--- src/rtl/rotary_input_conditioner_if.sv ---
// Bundle of raw board pins and conditioned event outputs for the rotary
// encoder / push-button front end.
interface rotary_input_conditioner_if;
  // raw asynchronous pins
  logic       rotary_a;
  logic       rotary_b;
  logic       rotary_center;
  logic       btn_west;
  logic       btn_east;
  logic       btn_north;
  // conditioned, registered events
  logic       rot_step;
  logic       rot_dir;
  logic       center_press;
  logic       west_press;
  logic       east_press;
  logic       north_press;
  logic [3:0] btn_level;

  // board / stimulus side: drives the pins, observes the events
  modport master (
    output rotary_a, rotary_b, rotary_center, btn_west, btn_east, btn_north,
    input  rot_step, rot_dir, center_press, west_press, east_press,
           north_press, btn_level
  );

  // conditioner side: samples the pins, produces the events
  modport slave (
    input  rotary_a, rotary_b, rotary_center, btn_west, btn_east, btn_north,
    output rot_step, rot_dir, center_press, west_press, east_press,
           north_press, btn_level
  );
endinterface

--- src/rtl/rotary_input_conditioner.sv ---
// Rotary encoder and push-button conditioner: two-flop synchronisers,
// quadrature detent decoder producing step/direction pulses, and per-switch
// debouncers producing stable levels plus rising-edge press pulses.
module rotary_input_conditioner #(
  parameter int DEBOUNCE_CYCLES = 250000
) (
  input  logic                        clk,
  input  logic                        reset,
  rotary_input_conditioner_if.slave   bus
);

  localparam int              CNT_W   = $clog2(DEBOUNCE_CYCLES);
  localparam logic [CNT_W-1:0] CNT_MAX = CNT_W'(DEBOUNCE_CYCLES - 1);
  localparam logic [CNT_W-1:0] CNT_ONE = CNT_W'(1);

  typedef enum logic [2:0] {
    IDLE, CW1, CW2, CW3, CCW1, CCW2, CCW3
  } state_t;

  // Packed pin order: [5]=north [4]=east [3]=west [2]=center [1]=a [0]=b,
  // so bits [5:2] line up with btn_level {north, east, west, center}.
  logic [5:0] raw;
  logic [5:0] sync1_q;
  logic [5:0] sync2_q;
  logic [1:0] code;
  logic [3:0] sw;

  state_t     state_q;
  logic       rot_step_q;
  logic       rot_dir_q;

  logic [3:0]       stable_q, stable_d;
  logic [3:0]       press_q, press_d;
  logic [CNT_W-1:0] cnt_q [4];
  logic [CNT_W-1:0] cnt_d [4];

  assign raw  = {bus.btn_north, bus.btn_east, bus.btn_west,
                 bus.rotary_center, bus.rotary_a, bus.rotary_b};
  assign code = sync2_q[1:0];   // {qa, qb}
  assign sw   = sync2_q[5:2];

  // Two-stage synchroniser for every asynchronous pin.
  always_ff @(posedge clk) begin
    if (!reset) begin
      sync1_q <= '0;
      sync2_q <= '0;
    end else begin
      sync1_q <= raw;
      sync2_q <= sync1_q;
    end
  end

  // Quadrature detent tracker: backtracking retreats one state, illegal
  // jumps abort to IDLE, a step is only emitted on completing the full cycle.
  always_ff @(posedge clk) begin
    if (!reset) begin
      state_q    <= IDLE;
      rot_step_q <= 1'b0;
      rot_dir_q  <= 1'b0;
    end else begin
      rot_step_q <= 1'b0;
      case (state_q)
        IDLE: begin
          case (code)
            2'b01:   state_q <= CW1;
            2'b10:   state_q <= CCW1;
            default: state_q <= IDLE;
          endcase
        end
        CW1: begin
          case (code)
            2'b11:   state_q <= CW2;
            2'b01:   state_q <= CW1;
            default: state_q <= IDLE;
          endcase
        end
        CW2: begin
          case (code)
            2'b10:   state_q <= CW3;
            2'b01:   state_q <= CW1;
            2'b11:   state_q <= CW2;
            default: state_q <= IDLE;
          endcase
        end
        CW3: begin
          case (code)
            2'b00: begin
              state_q    <= IDLE;
              rot_step_q <= 1'b1;
              rot_dir_q  <= 1'b1;
            end
            2'b11:   state_q <= CW2;
            2'b10:   state_q <= CW3;
            default: state_q <= IDLE;
          endcase
        end
        CCW1: begin
          case (code)
            2'b11:   state_q <= CCW2;
            2'b10:   state_q <= CCW1;
            default: state_q <= IDLE;
          endcase
        end
        CCW2: begin
          case (code)
            2'b01:   state_q <= CCW3;
            2'b10:   state_q <= CCW1;
            2'b11:   state_q <= CCW2;
            default: state_q <= IDLE;
          endcase
        end
        CCW3: begin
          case (code)
            2'b00: begin
              state_q    <= IDLE;
              rot_step_q <= 1'b1;
              rot_dir_q  <= 1'b0;
            end
            2'b11:   state_q <= CCW2;
            2'b01:   state_q <= CCW3;
            default: state_q <= IDLE;
          endcase
        end
        default: state_q <= IDLE;
      endcase
    end
  end

  // Debounce next-state: count consecutive disagreeing cycles, accept the new
  // level once the count reaches its limit, any agreement restarts the count.
  always_comb begin
    stable_d = stable_q;
    press_d  = '0;
    for (int i = 0; i < 4; i++) begin
      cnt_d[i] = '0;
      if (sw[i] != stable_q[i]) begin
        if (cnt_q[i] == CNT_MAX) begin
          stable_d[i] = ~stable_q[i];
          press_d[i]  = ~stable_q[i];
        end else begin
          cnt_d[i] = cnt_q[i] + CNT_ONE;
        end
      end
    end
  end

  // Debounce state registers.
  always_ff @(posedge clk) begin
    if (!reset) begin
      stable_q <= '0;
      press_q  <= '0;
      for (int i = 0; i < 4; i++) cnt_q[i] <= '0;
    end else begin
      stable_q <= stable_d;
      press_q  <= press_d;
      for (int i = 0; i < 4; i++) cnt_q[i] <= cnt_d[i];
    end
  end

  assign bus.rot_step     = rot_step_q;
  assign bus.rot_dir      = rot_dir_q;
  assign bus.center_press = press_q[0];
  assign bus.west_press   = press_q[1];
  assign bus.east_press   = press_q[2];
  assign bus.north_press  = press_q[3];
  assign bus.btn_level    = stable_q;

endmodule

--- src/flat_wrapper.sv ---
// flat-port wrapper written by rule: the top's interface ports become plain ports
module rotary_input_conditioner_flat 
#(
  parameter int DEBOUNCE_CYCLES = 250000
)
  (clk, reset, bus_rotary_a, bus_rotary_b, bus_rotary_center, bus_btn_west, bus_btn_east, bus_btn_north, bus_rot_step, bus_rot_dir, bus_center_press, bus_west_press, bus_east_press, bus_north_press, bus_btn_level);
  rotary_input_conditioner_if bus_i ();
  input  logic clk;
  input  logic reset;
  input wire logic [$bits(bus_i.rotary_a)-1:0] bus_rotary_a;
  input wire logic [$bits(bus_i.rotary_b)-1:0] bus_rotary_b;
  input wire logic [$bits(bus_i.rotary_center)-1:0] bus_rotary_center;
  input wire logic [$bits(bus_i.btn_west)-1:0] bus_btn_west;
  input wire logic [$bits(bus_i.btn_east)-1:0] bus_btn_east;
  input wire logic [$bits(bus_i.btn_north)-1:0] bus_btn_north;
  output wire logic [$bits(bus_i.rot_step)-1:0] bus_rot_step;
  output wire logic [$bits(bus_i.rot_dir)-1:0] bus_rot_dir;
  output wire logic [$bits(bus_i.center_press)-1:0] bus_center_press;
  output wire logic [$bits(bus_i.west_press)-1:0] bus_west_press;
  output wire logic [$bits(bus_i.east_press)-1:0] bus_east_press;
  output wire logic [$bits(bus_i.north_press)-1:0] bus_north_press;
  output wire logic [$bits(bus_i.btn_level)-1:0] bus_btn_level;
  assign bus_i.rotary_a = bus_rotary_a;
  assign bus_i.rotary_b = bus_rotary_b;
  assign bus_i.rotary_center = bus_rotary_center;
  assign bus_i.btn_west = bus_btn_west;
  assign bus_i.btn_east = bus_btn_east;
  assign bus_i.btn_north = bus_btn_north;
  assign bus_rot_step = bus_i.rot_step;
  assign bus_rot_dir = bus_i.rot_dir;
  assign bus_center_press = bus_i.center_press;
  assign bus_west_press = bus_i.west_press;
  assign bus_east_press = bus_i.east_press;
  assign bus_north_press = bus_i.north_press;
  assign bus_btn_level = bus_i.btn_level;
  rotary_input_conditioner #(.DEBOUNCE_CYCLES(DEBOUNCE_CYCLES)) u_core (.clk(clk), .reset(reset), .bus(bus_i));
endmodule
--- config.mk ---
export PLATFORM = sky130hd
export DESIGN_NAME = rotary_input_conditioner_flat
export DESIGN_NICKNAME = d
export VERILOG_FILES = /design/src/rtl/rotary_input_conditioner_if.sv /design/src/rtl/rotary_input_conditioner.sv /design/src/flat_wrapper.sv
export SDC_FILE = /design/constraint.sdc
export NUM_CORES = 1
export LEC_CHECK = 0
export ABC_CLOCK_PERIOD_IN_PS = 4300
export CORE_MARGIN = 2
export CORE_UTILIZATION = 50
export DETAILED_ROUTE_END_ITERATION = 10
export PLACE_DENSITY = 0.68
export SYNTH_ARGS = -nofsm -noshare
export SYNTH_HDL_FRONTEND = slang
export SYNTH_SLANG_ARGS = --single-unit
--- constraint.sdc ---
create_clock -name clk -period 4.3 [get_ports clk]
set_input_delay 0.645 -clock clk [delete_from_list [all_inputs] [get_ports clk]]
set_output_delay 0.645 -clock clk [all_outputs]
set_load 0.03 [all_outputs]
==> reports/qor.csv, run 1 <==
stage,metric,value,unit
run_status,status,"complete, no violations",
floorplan,core_area,0.00830,mm2
worst_setup_path,start_kind,flip-flop,
logic_synthesis,synth_warnings,0,
route,routedWlPerCell,12.3,um
logic_synthesis,synthMuxAreaShare,1.62,%
placed_design,place.gp.congestion,0.809,
logic_synthesis,synthAdderAreaFrac,3.47,%
clock_tree,cts_tree,yes,
logic_synthesis,syn_area_per_cell,9.04,um2
final_layout,seq_area,0.00194,mm2
sta,skew,0.0103,ns
worst_setup_path,cp_max_fo,16,
worst_setup_path,cp-end-kind,flip-flop,
sta,rsz0062_at_grt,false,
global_routing,grt_max_degree,29,
global_routing,grt_first_pass_wirelength,13300,um
logic_synthesis,yosysTopAreaCell,dfxtp_1,
clock_tree,htree_levels,3,
placed_design,io_buffers,17,
global_routing,grt_pass1_vias,3075,
final_layout,fill_cells,781,
flow_run,timing.max_cap.violations,0,
logic_synthesis,synth_common_cells,"97 x dfxtp_1, 82 x nor2_1, 48 x xnor2_1, 28 x nand2_1, 25 x nand3_1",
logic_synthesis,syn-cell-area,0.00433,mm2
floorplan,io_pins,18,
final_layout,area_delta_synth_final,10.3,%
power_and_ir_drop,peakVddDrop,0.237,mV
worst_hold_path,hold_path.class,reg -> reg,
logic_synthesis,synth.top_cell.area_share,44.8,%
worst_hold_path,worstHoldStart,u_core.sync1_q[1],
logic_synthesis,synth.most_common_cell,dfxtp_1,
route,drcViolationCount,0,
floorplan,die_h,97.1,um
logic_synthesis,yosysUniqueCellTypes,44,
clock_tree,cts_root_buf,clkbuf_8,
clock_tree,cts_made_buffers,9,
route,ant_nets,0,
floorplan,dieArea,0.00942,mm2
worst_setup_path,arrival,2.30,ns
logic_synthesis,synth_xor_area_share,12.1,%
floorplan,die_x,97.1,um
sta,hold_viol,0,
final_layout,diodes,0,
sta,setup_tns,0,ns
global_routing,grt_usage,16.5,%
clock_tree,cts.repair.resized,0,
placed_design,hpwl,5150,um
route,vias_per_cell,5.40,
power_and_ir_drop,power_density,320,mW/mm2
logic_synthesis,async_flop_share,0,%
logic_synthesis,synth_top_family_by_area,simple AND/OR/NAND/NOR gates,
worst_setup_path,criticalPathCategory,reg -> reg,
global_routing,antenna_found_initial,0,
sta,fmaxAchievable,473,MHz
logic_synthesis,syn_inst,479,
logic_synthesis,synth_compound_area_share,5.32,%
logic_synthesis,synth_ff_type,dfxtp_1,
power_and_ir_drop,p_leak,1.47,nW
clock_tree,post_cts_buffers,0,
sta,setup_viol,0,
placed_design,dpl_cell_area,0.00458,mm2
final_layout,nets,516,
clock_tree,clk_path_buf_depth,2,
sta,slew_headroom,25.9,%
sta,finalMaxSlewViolations,0,
clock_tree,cts.clk_slew.worst_paths,0.09,ns
clock_tree,clock_sinks,97,
logic_synthesis,yosys.area_share.simple,30.0,%
clock_tree,hold_buffers,0,
logic_synthesis,syn_nets,499,
worst_setup_path,required,4.48,ns
worst_setup_path,crit_path_start,u_core.cnt_q[1][17],
floorplan,num_rows,33,
route,via_count,3260,
route,dr.pass1.iters,4,
logic_synthesis,synth_edf_count,0,
clock_tree,clk-insertion-delay-late,0.34,ns
global_routing,overflow,0,
floorplan,initial_core_util,52.2,%
sta,finalCritPeriodShare,49.1,%
logic_synthesis,yosysSeqAreaShare,44.8,%
final_layout,drive_gt1_share,5.81,%
route,routed_wl,7440,um
sta,worstMarginPinSlew,1.10,ns
final_layout,multiInputGateArea,0.00228,mm2
sta,fin_crit,2.11,ns
worst_setup_path,reg2reg_from,u_core.cnt_q[1][17],
logic_synthesis,ys_ff_latch,97,
final_layout,final_area,0.00478,mm2
final_layout,utilization,57.6,%
route,drt_iter0_markers,49,
logic_synthesis,ys_top_cells_by_area,"dfxtp_1 45%, xnor2_1 9.7%, nor2_1 7.1%",
[cell families (layout without fill, tap and decap cells)]
kind of cell | Yosys count | in the layout
and+or+nand+nor | 244 | 244
muxes | 7 | 7
AOI/OAI and AO/OA | 32 | 32
xor gates and xnor gates | 60 | 60
DFF | 97 | 97
buffers and inverters | 27 | 47
adders and majority gates | 12 | 12
[cell type report]
cell class	count	share of cell area (%)
clock buffer	12	3.25
tap	105	2.75
timing repair buffer	18	3.72
inverter	15	1.18
clock inverter	2	0.812
multi-input combinational	355	47.6
sequential	97	40.6
[registers in the layout, summed over array words and instances, names as in the netlist]
name	cells
u_core.sync1_q	6
u_core.press_q	4
u_core.state_q	3
u_core.bus.rot_dir	1
u_core.bus.btn_level	4
u_core.bus.rot_step	1
u_core.cnt_q	72
u_core.sync2_q	6
[where the power goes]
group	internal, mW	leakage (nW)	total, mW	switching, mW
Combinational	0.0177	0.592	0.0364	0.0187
Clock	0.296	0.0985	0.578	0.282
Sequential	0.905	0.784	0.912	0.00689
Total	1.22	1.47	1.53	0.308
[metal layers]
| layer | GRT usage (%) | vias up | part of all wire (%) |
|---|---|---|---|
| met5 | 0 | - | 0 |
| met4 | 4.66 | 0 | 0.97 |
| met3 | 4.60 | 5 | 3.7 |
| met2 | 28.8 | 36 | 47 |
| met1 | 20.0 | 1536 | 48 |
| li1 | - | 1683 | - |
[critical path: stages, from the launching register on]
cell and delay, ns:
dfxtp_1 0.38, nor4bb_1 0.39, nand4_1 0.18, o21ai_1 0.88
nor2_1 0.12
[cells in the final DEF (no fill, tap or decap), types with 2 or more instances in the layout]
cell type / instances
a21oi_1: 11
a31oi_1: 2
and2_1: 16
and3_1: 5
clkbuf_8: 11
clkdlybuf4s50_1: 17
dfxtp_1: 97
ha_1: 12
inv_1: 15
mux2i_1: 7
nand2_1: 28
nand2b_1: 3
nand3_1: 25
nand3_4: 2
nand4_1: 14
nand4_2: 3
nor2_1: 82
nor2b_1: 2
nor3_1: 16
nor4_1: 22
nor4b_1: 4
o21ai_0: 7
o31ai_1: 4
or3_1: 5
or4_1: 7
or4_4: 2
xnor2_1: 48
xor2_1: 12
[metrics by stage]
step | power (mW) | std cells | hold WS (ns) | setup slack (ns)
floorplan | 0.957 | 479 | 0.412 | 2.48
global placement | 0.969 | 590 | 0.414 | 2.21
detailed placement | 0.970 | 590 | 0.421 | 2.19
CTS | 1.55 | 604 | 0.444 | 2.17
global route | 1.59 | 604 | 0.457 | 1.95
finish | 1.53 | 604 | 0.434 | 2.19
[final timing paths]
path / depth (start not counted) / end / slack [ns]
max: 4 / u_core.cnt_q[1][15] / 2.19
min: 1 / u_core.sync2_q[1] / 0.43
min reg2reg: 1 / u_core.sync2_q[1] / 0.43
max reg2reg: 4 / u_core.cnt_q[1][15] / 2.19
(Power assumes the default switching activity.)
==> run 2: changes to the inputs <==
--- a/config.mk
+++ b/config.mk
@@ -5,11 +5,11 @@
 export SDC_FILE = /design/constraint.sdc
 export NUM_CORES = 1
 export LEC_CHECK = 0
-export ABC_CLOCK_PERIOD_IN_PS = 4300
+export ABC_CLOCK_PERIOD_IN_PS = 1700
 export CORE_MARGIN = 2
 export CORE_UTILIZATION = 50
 export DETAILED_ROUTE_END_ITERATION = 10
-export PLACE_DENSITY = 0.68
+export PLACE_DENSITY = 0.7
 export SYNTH_ARGS = -nofsm -noshare
 export SYNTH_HDL_FRONTEND = slang
 export SYNTH_SLANG_ARGS = --single-unit
==> constraint.sdc (replaced) <==
create_clock -name clk -period 1.7 [get_ports clk]
set_input_delay 0.255 -clock clk [delete_from_list [all_inputs] [get_ports clk]]
set_output_delay 0.255 -clock clk [all_outputs]
set_load 0.03 [all_outputs]
==> run 2 against run 1 <==
Net effect: sequential power grew to 2.5 times the previous value; wire length is 13% higher; total power rose to 2.6 times the previous value; final cell count grew 8.8%; utilization grew 6.9 points; hold slack gained 0.0030 ns; die area unchanged; flip-flop and latch count is the same; critical endpoint is now u_core.cnt_q[2][15]; largest cell class unchanged; largest power group unchanged.
==> reports/qor.csv, run 2 (synthesis results as in run 1) <==
stage,metric,value,unit
route,vias_per_cell,5.35,
floorplan,dieArea,0.00942,mm2
sta,worstMarginPinSlew,0.394,ns
worst_setup_path,crit_chain,"buf_6, nand2_4, or4_4, or4_4, a21oi_2",
final_layout,diodes,0,
worst_setup_path,start_kind,flip-flop,
placed_design,io_buffers,17,
final_layout,final_area,0.00535,mm2
route,routedWlPerCell,12.8,um
worst_setup_path,criticalPathCategory,reg -> reg,
run_status,status,"complete, no violations",
floorplan,core_area,0.00830,mm2
sta,setup_tns,0,ns
worst_setup_path,arrival,1.99,ns
sta,rsz0062_at_grt,true,
worst_hold_path,min_path_cells,1,
worst_setup_path,required,2.01,ns
power_and_ir_drop,power_density,748,mW/mm2
global_routing,grt_max_degree,19,
sta,fin_crit,1.68,ns
clock_tree,cts_tree,yes,
clock_tree,clk_path_buf_depth,2,
clock_tree,clk-insertion-delay-late,0.36,ns
clock_tree,hold_buffers,0,
worst_setup_path,worst_path_max_delay_cell,or4_4,
route,drcViolationCount,0,
clock_tree,cts_made_buffers,9,
placed_design,place.gp.congestion,0.852,
clock_tree,cts_root_buf,clkbuf_8,
final_layout,largest_register,u_core.cnt_q,
worst_setup_path,cp.depth,5,
floorplan,die_h,97.1,um
clock_tree,htree_levels,3,
final_layout,area_delta_synth_final,23.5,%
final_layout,drive_gt1_share,21.0,%
worst_setup_path,cp_max_fo,6,
power_and_ir_drop,peakVddDrop,0.535,mV
worst_setup_path,crit_family,simple AND/OR/NAND/NOR gates,
power_and_ir_drop,p_leak,1.81,nW
power_and_ir_drop,p_int,3.17,mW
sta,fmaxAchievable,595,MHz
floorplan,io_pins,18,
sta,hold_viol,0,
final_layout,largest_register_ffs,72,
final_layout,top_regs,"u_core.cnt_q (72), u_core.sync1_q (6), u_core.sync2_q (6)",
worst_setup_path,crit_top_cell,or4_4,
worst_setup_path,cp_slowest_stage_delay,0.52,ns
flow_run,timing.max_cap.violations,0,
sta,finalMaxSlewViolations,0,
route,dr.pass1.iters,4,
power_and_ir_drop,switchingPower,0.831,mW
floorplan,num_rows,33,
route,drt_iter0_markers,117,
route,ant_nets,0,
sta,setup_viol,0,
worst_setup_path,critPathBufInv,1,
floorplan,die_x,97.1,um
worst_hold_path,hold_path.class,reg -> reg,
worst_setup_path,r2r_cells,5,
placed_design,dpl_cell_area,0.00500,mm2
final_layout,fill_cells,718,
route,via_count,3518,
sta,fin_hold_ws,0.437,ns
sta,skew,0.0144,ns
global_routing,grt_usage,18.4,%
global_routing,grt_pass1_vias,3488,
final_layout,nets,567,
power_and_ir_drop,p_comb_share,2.7,%
worst_setup_path,cp-end-kind,flip-flop,
floorplan,initial_core_util,52.2,%
clock_tree,clock_sinks,97,
global_routing,antenna_found_initial,0,
clock_tree,cts.clk_slew.worst_paths,0.10,ns
sta,slew_headroom,73.7,%
power_and_ir_drop,p_seq_share,57.7,%
final_layout,layout_commonest_cell,nor2_1,
final_layout,utilization,64.5,%
global_routing,grt_first_pass_wirelength,14600,um
power_and_ir_drop,swShare,20.8,%
route,routed_wl,8400,um
placed_design,hpwl,6160,um
final_layout,layout_common_cells,"82 x nor2_1, 81 x dfxtp_1, 48 x xnor2_1",
sta,finalCritPeriodShare,98.9,%
global_routing,overflow,0,
power_and_ir_drop,power.share.clock,39.6,%
## run 2: path summary, 6_finish.rpt
check | from | end | slack, ns
min reg2reg | u_core.sync1_q[1] | u_core.sync2_q[1] | 0.44
max reg2reg | u_core.cnt_q[2][9] | u_core.cnt_q[2][15] | 0.02
max | u_core.cnt_q[2][9] | u_core.cnt_q[2][15] | 0.02
min | u_core.sync1_q[1] | u_core.sync2_q[1] | 0.44
## run 2: timing repair
action,4_1_cts,5_1_grt
endpoints found under the setup margin,10,31
pin swaps,3,9
resized for setup,11,29
buffers inserted,0,2
## run 2: stage by stage
| step | setup slack [ns] | total power [mW] | cells |
|---|---|---|---|
| finish | 0.0179 | 4.00 | 657 |
| global route | -0.0479 | 4.16 | 657 |
| CTS | 0.00405 | 4.06 | 655 |
| detailed placement | -0.0132 | 2.47 | 639 |
| global placement | 0.000409 | 2.47 | 639 |
| floorplan | -0.0108 | 2.42 | 479 |
## run 2: worst register-to-register path, cell delays in order, from the launching register on
cell and delay, ns:
dfxtp_2 0.36, buf_6 0.12, nand2_4 0.05, or4_4 0.52, or4_4 0.44, a21oi_2 0.14
## run 2: area by class of cell
cell class	instances	area [um2]	area share, %
clock buffers	10	128	2.39
repair buffers	69	596	11.1
clock inverters	6	82.6	1.54
multi-input cells	355	2390	44.8
well taps	105	131	2.46
flip-flops and latches	97	1960	36.7
inverters	15	56.3	1.05
## run 2: routing by layer
layer	GRT usage, %	share of wire, %	vias up	wire [um]
met2	33.0	50	40	4240
li1	-	-	1793	-
met3	5.18	3.3	7	274
met1	21.2	45	1678	3790
met4	5.53	1.1	0	95
met5	0	0	-	0
## run 2: power groups by stage
| stage | clock (mW) | sequential [mW] | combinational (mW) |
|---|---|---|---|
| 6_report | 1.58 | 2.31 | 0.110 |
| 5_1_grt | 1.73 | 2.31 | 0.123 |
| 4_1_cts | 1.64 | 2.31 | 0.111 |
| 3_5_place_dp | 0 | 2.36 | 0.110 |
| 3_3_place_gp | 0 | 2.36 | 0.105 |
| 2_1_floorplan | 0 | 2.35 | 0.0686 |
==> run 3: changes to the inputs <==
--- a/config.mk
+++ b/config.mk
@@ -9,6 +9,7 @@
 export CORE_MARGIN = 2
 export CORE_UTILIZATION = 50
 export DETAILED_ROUTE_END_ITERATION = 10
+export GPL_TIMING_DRIVEN = 0
 export PLACE_DENSITY = 0.7
 export SYNTH_ARGS = -nofsm -noshare
 export SYNTH_HDL_FRONTEND = slang
==> run 3 against run 2 <==
Net effect: largest cell class unchanged; first-iteration DRC count grew 29%; clock power grew 32%; global-route usage shrank 0.29 points; the run now ends with negative setup slack left; count of clock-buffer cells in the layout grew 1.
==> reports/qor.csv, run 3 (synthesis results as in run 1) <==
stage,metric,value,unit
placed_design,dpl_cell_area,0.00466,mm2
route,ant_nets,0,
global_routing,grt_usage,18.1,%
power_and_ir_drop,p_leak,1.77,nW
worst_hold_path,worstHoldStart,u_core.sync1_q[1],
clock_tree,clk_path_buf_depth,2,
run_status,violations,negative setup slack,
flow_run,timing.max_cap.violations,0,
final_layout,drive_gt1_share,24.7,%
final_layout,stdcell_count,639,
final_layout,largest_register_ffs,72,
worst_setup_path,cp-end-kind,flip-flop,
global_routing,grt_max_degree,16,
sta,slew_headroom,64.8,%
final_layout,fill_cells,659,
power_and_ir_drop,power_density,819,mW/mm2
global_routing,overflow,0,
final_layout,largest_register,u_core.cnt_q,
floorplan,io_pins,18,
final_layout,layout_common_cells,"72 x nor2_1, 55 x dfxtp_1, 48 x xnor2_1",
final_layout,diodes,0,
route,via_count,3509,
sta,fin_ws,-0.0132,ns
floorplan,die_h,97.1,um
final_layout,final_area,0.00547,mm2
worst_setup_path,criticalPathCategory,reg -> reg,
worst_setup_path,crit_path_start,u_core.cnt_q[3][0],
global_routing,antenna_found_initial,0,
clock_tree,cts_root_buf,clkbuf_8,
worst_hold_path,min_to,u_core.sync2_q[1],
worst_hold_path,min_path_cells,1,
sta,finalCritPeriodShare,101,%
final_layout,nets,549,
clock_tree,cts.clk_slew.worst_paths,0.09,ns
placed_design,dp_worst_setup_slack,-0.269,ns
route,drcViolationCount,0,
sta,finalMaxSlewViolations,0,
worst_setup_path,reg2reg_from,u_core.cnt_q[3][0],
placed_design,dpl.cell_count,601,
worst_setup_path,required,1.96,ns
route,routed_wl,8860,um
sta,setup_tns,-0.0401,ns
sta,fin_crit,1.71,ns
sta,skew,0.0127,ns
worst_hold_path,hold_path.class,reg -> reg,
route,vias_per_cell,5.49,
floorplan,dieArea,0.00942,mm2
run_status,status,"complete, but fails checks",
worst_setup_path,worst_path_max_delay_cell,or4_4,
placed_design,io_buffers,17,
floorplan,die_x,97.1,um
worst_setup_path,start_kind,flip-flop,
route,dr.pass1.iters,4,
route,drt_iter0_markers,151,
clock_tree,hold_buffers,0,
final_layout,layout_commonest_cell,nor2_1,
floorplan,initial_core_util,52.2,%
sta,worstMarginPinSlew,0.527,ns
final_layout,top_regs,"u_core.cnt_q (72), u_core.sync1_q (6), u_core.sync2_q (6)",
final_layout,multiInputGateArea,0.00253,mm2
clock_tree,cts_tree,yes,
worst_setup_path,crit_chain,"ha_4, nand3_4, or4_4, o211ai_4, buf_6, nor2_2",
clock_tree,htree_levels,3,
route,routedWlPerCell,13.9,um
global_routing,grt_pass1_vias,3342,
sta,setup_viol,5,
clock_tree,clk-insertion-delay-late,0.36,ns
worst_setup_path,r2r_slack,-0.01,ns
power_and_ir_drop,total_power,4.48,mW
final_layout,area_delta_synth_final,26.4,%
worst_setup_path,cp_slowest_stage_delay,0.50,ns
worst_setup_path,rr_endpoint,u_core.cnt_q[3][14],
sta,hold_viol,0,
worst_setup_path,arrival,1.97,ns
clock_tree,clock_sinks,97,
global_routing,grt_first_pass_wirelength,14400,um
power_and_ir_drop,peakVddDrop,0.489,mV
worst_setup_path,cp_max_fo,5,
floorplan,core_area,0.00830,mm2
floorplan,num_rows,33,
sta,fin_hold_ws,0.438,ns
placed_design,hpwl,5570,um
sta,fmaxAchievable,584,MHz
final_layout,seq_area,0.00203,mm2
placed_design,place.gp.congestion,0.795,
worst_setup_path,r2r_cells,6,
sta,rsz0062_at_grt,true,
clock_tree,cts_made_buffers,9,
final_layout,utilization,65.9,%
## run 3: cell count changes in the layout (fill, tap and decap cells not counted), sizes merged
| cell | delta |
|---|---|
| clkinvlp | -1 |
| buf | -25 |
| clkbuf | +8 |
| clkinv | -3 |
| bufinv | +3 |
## run 3: worst max path at each step
| stage | endpoint | slack, ns | depth (start not counted) |
|---|---|---|---|
| 2_1_floorplan | u_core.cnt_q[3][16] | -0.01 | 6 |
| 3_3_place_gp | u_core.cnt_q[2][16] | -0.24 | 6 |
| 3_5_place_dp | u_core.cnt_q[2][11] | -0.27 | 6 |
| 4_1_cts | u_core.cnt_q[3][14] | -0.02 | 6 |
| 5_1_grt | u_core.cnt_q[3][14] | -0.07 | 6 |
| 6_report | u_core.cnt_q[3][14] | -0.01 | 6 |
## run 3: per-layer routing
layer,part of all wire (%),global-route usage [%]
met5,0,0
met4,1.1,4.66
met3,2.6,3.96
met2,54,33.8
met1,43,20.9
## run 3: timing repair
item,in CTS,in global routing
pin swaps,12,18
buffers inserted,11,11
resized for setup,45,71
endpoints found under the setup margin,76,65
cloned,1,1
## run 3: report_power, final
group / total, mW / leakage (nW) / internal (mW) / switching (mW)
clock network: 2.08 / 0.144 / 1.32 / 0.766
logic: 0.123 / 0.811 / 0.0583 / 0.0649
registers: 2.28 / 0.810 / 2.26 / 0.0126
total: 4.48 / 1.77 / 3.64 / 0.843
## run 3: final cells by class
cell class / count / area share (%)
repair buffers: 41 / 6.65
multi-input cells: 355 / 46.2
well taps: 105 / 2.40
plain buffers: 10 / 1.17
flip-flops and latches: 97 / 37.2
inverters: 15 / 1.03
clock inverters: 5 / 2.74
clock buffers: 11 / 2.58
## run 3: worst max-delay path: cells and delay by family, from the launching register on
family | cells | cell delay, ns
flip-flops | 1 | 0.37
buffers and inverters | 1 | 0.19
adder cells (fa/ha/maj) | 1 | 0.15
AO/OA/AOI/OAI | 1 | 0.28
AND/OR/NAND/NOR | 3 | 0.62
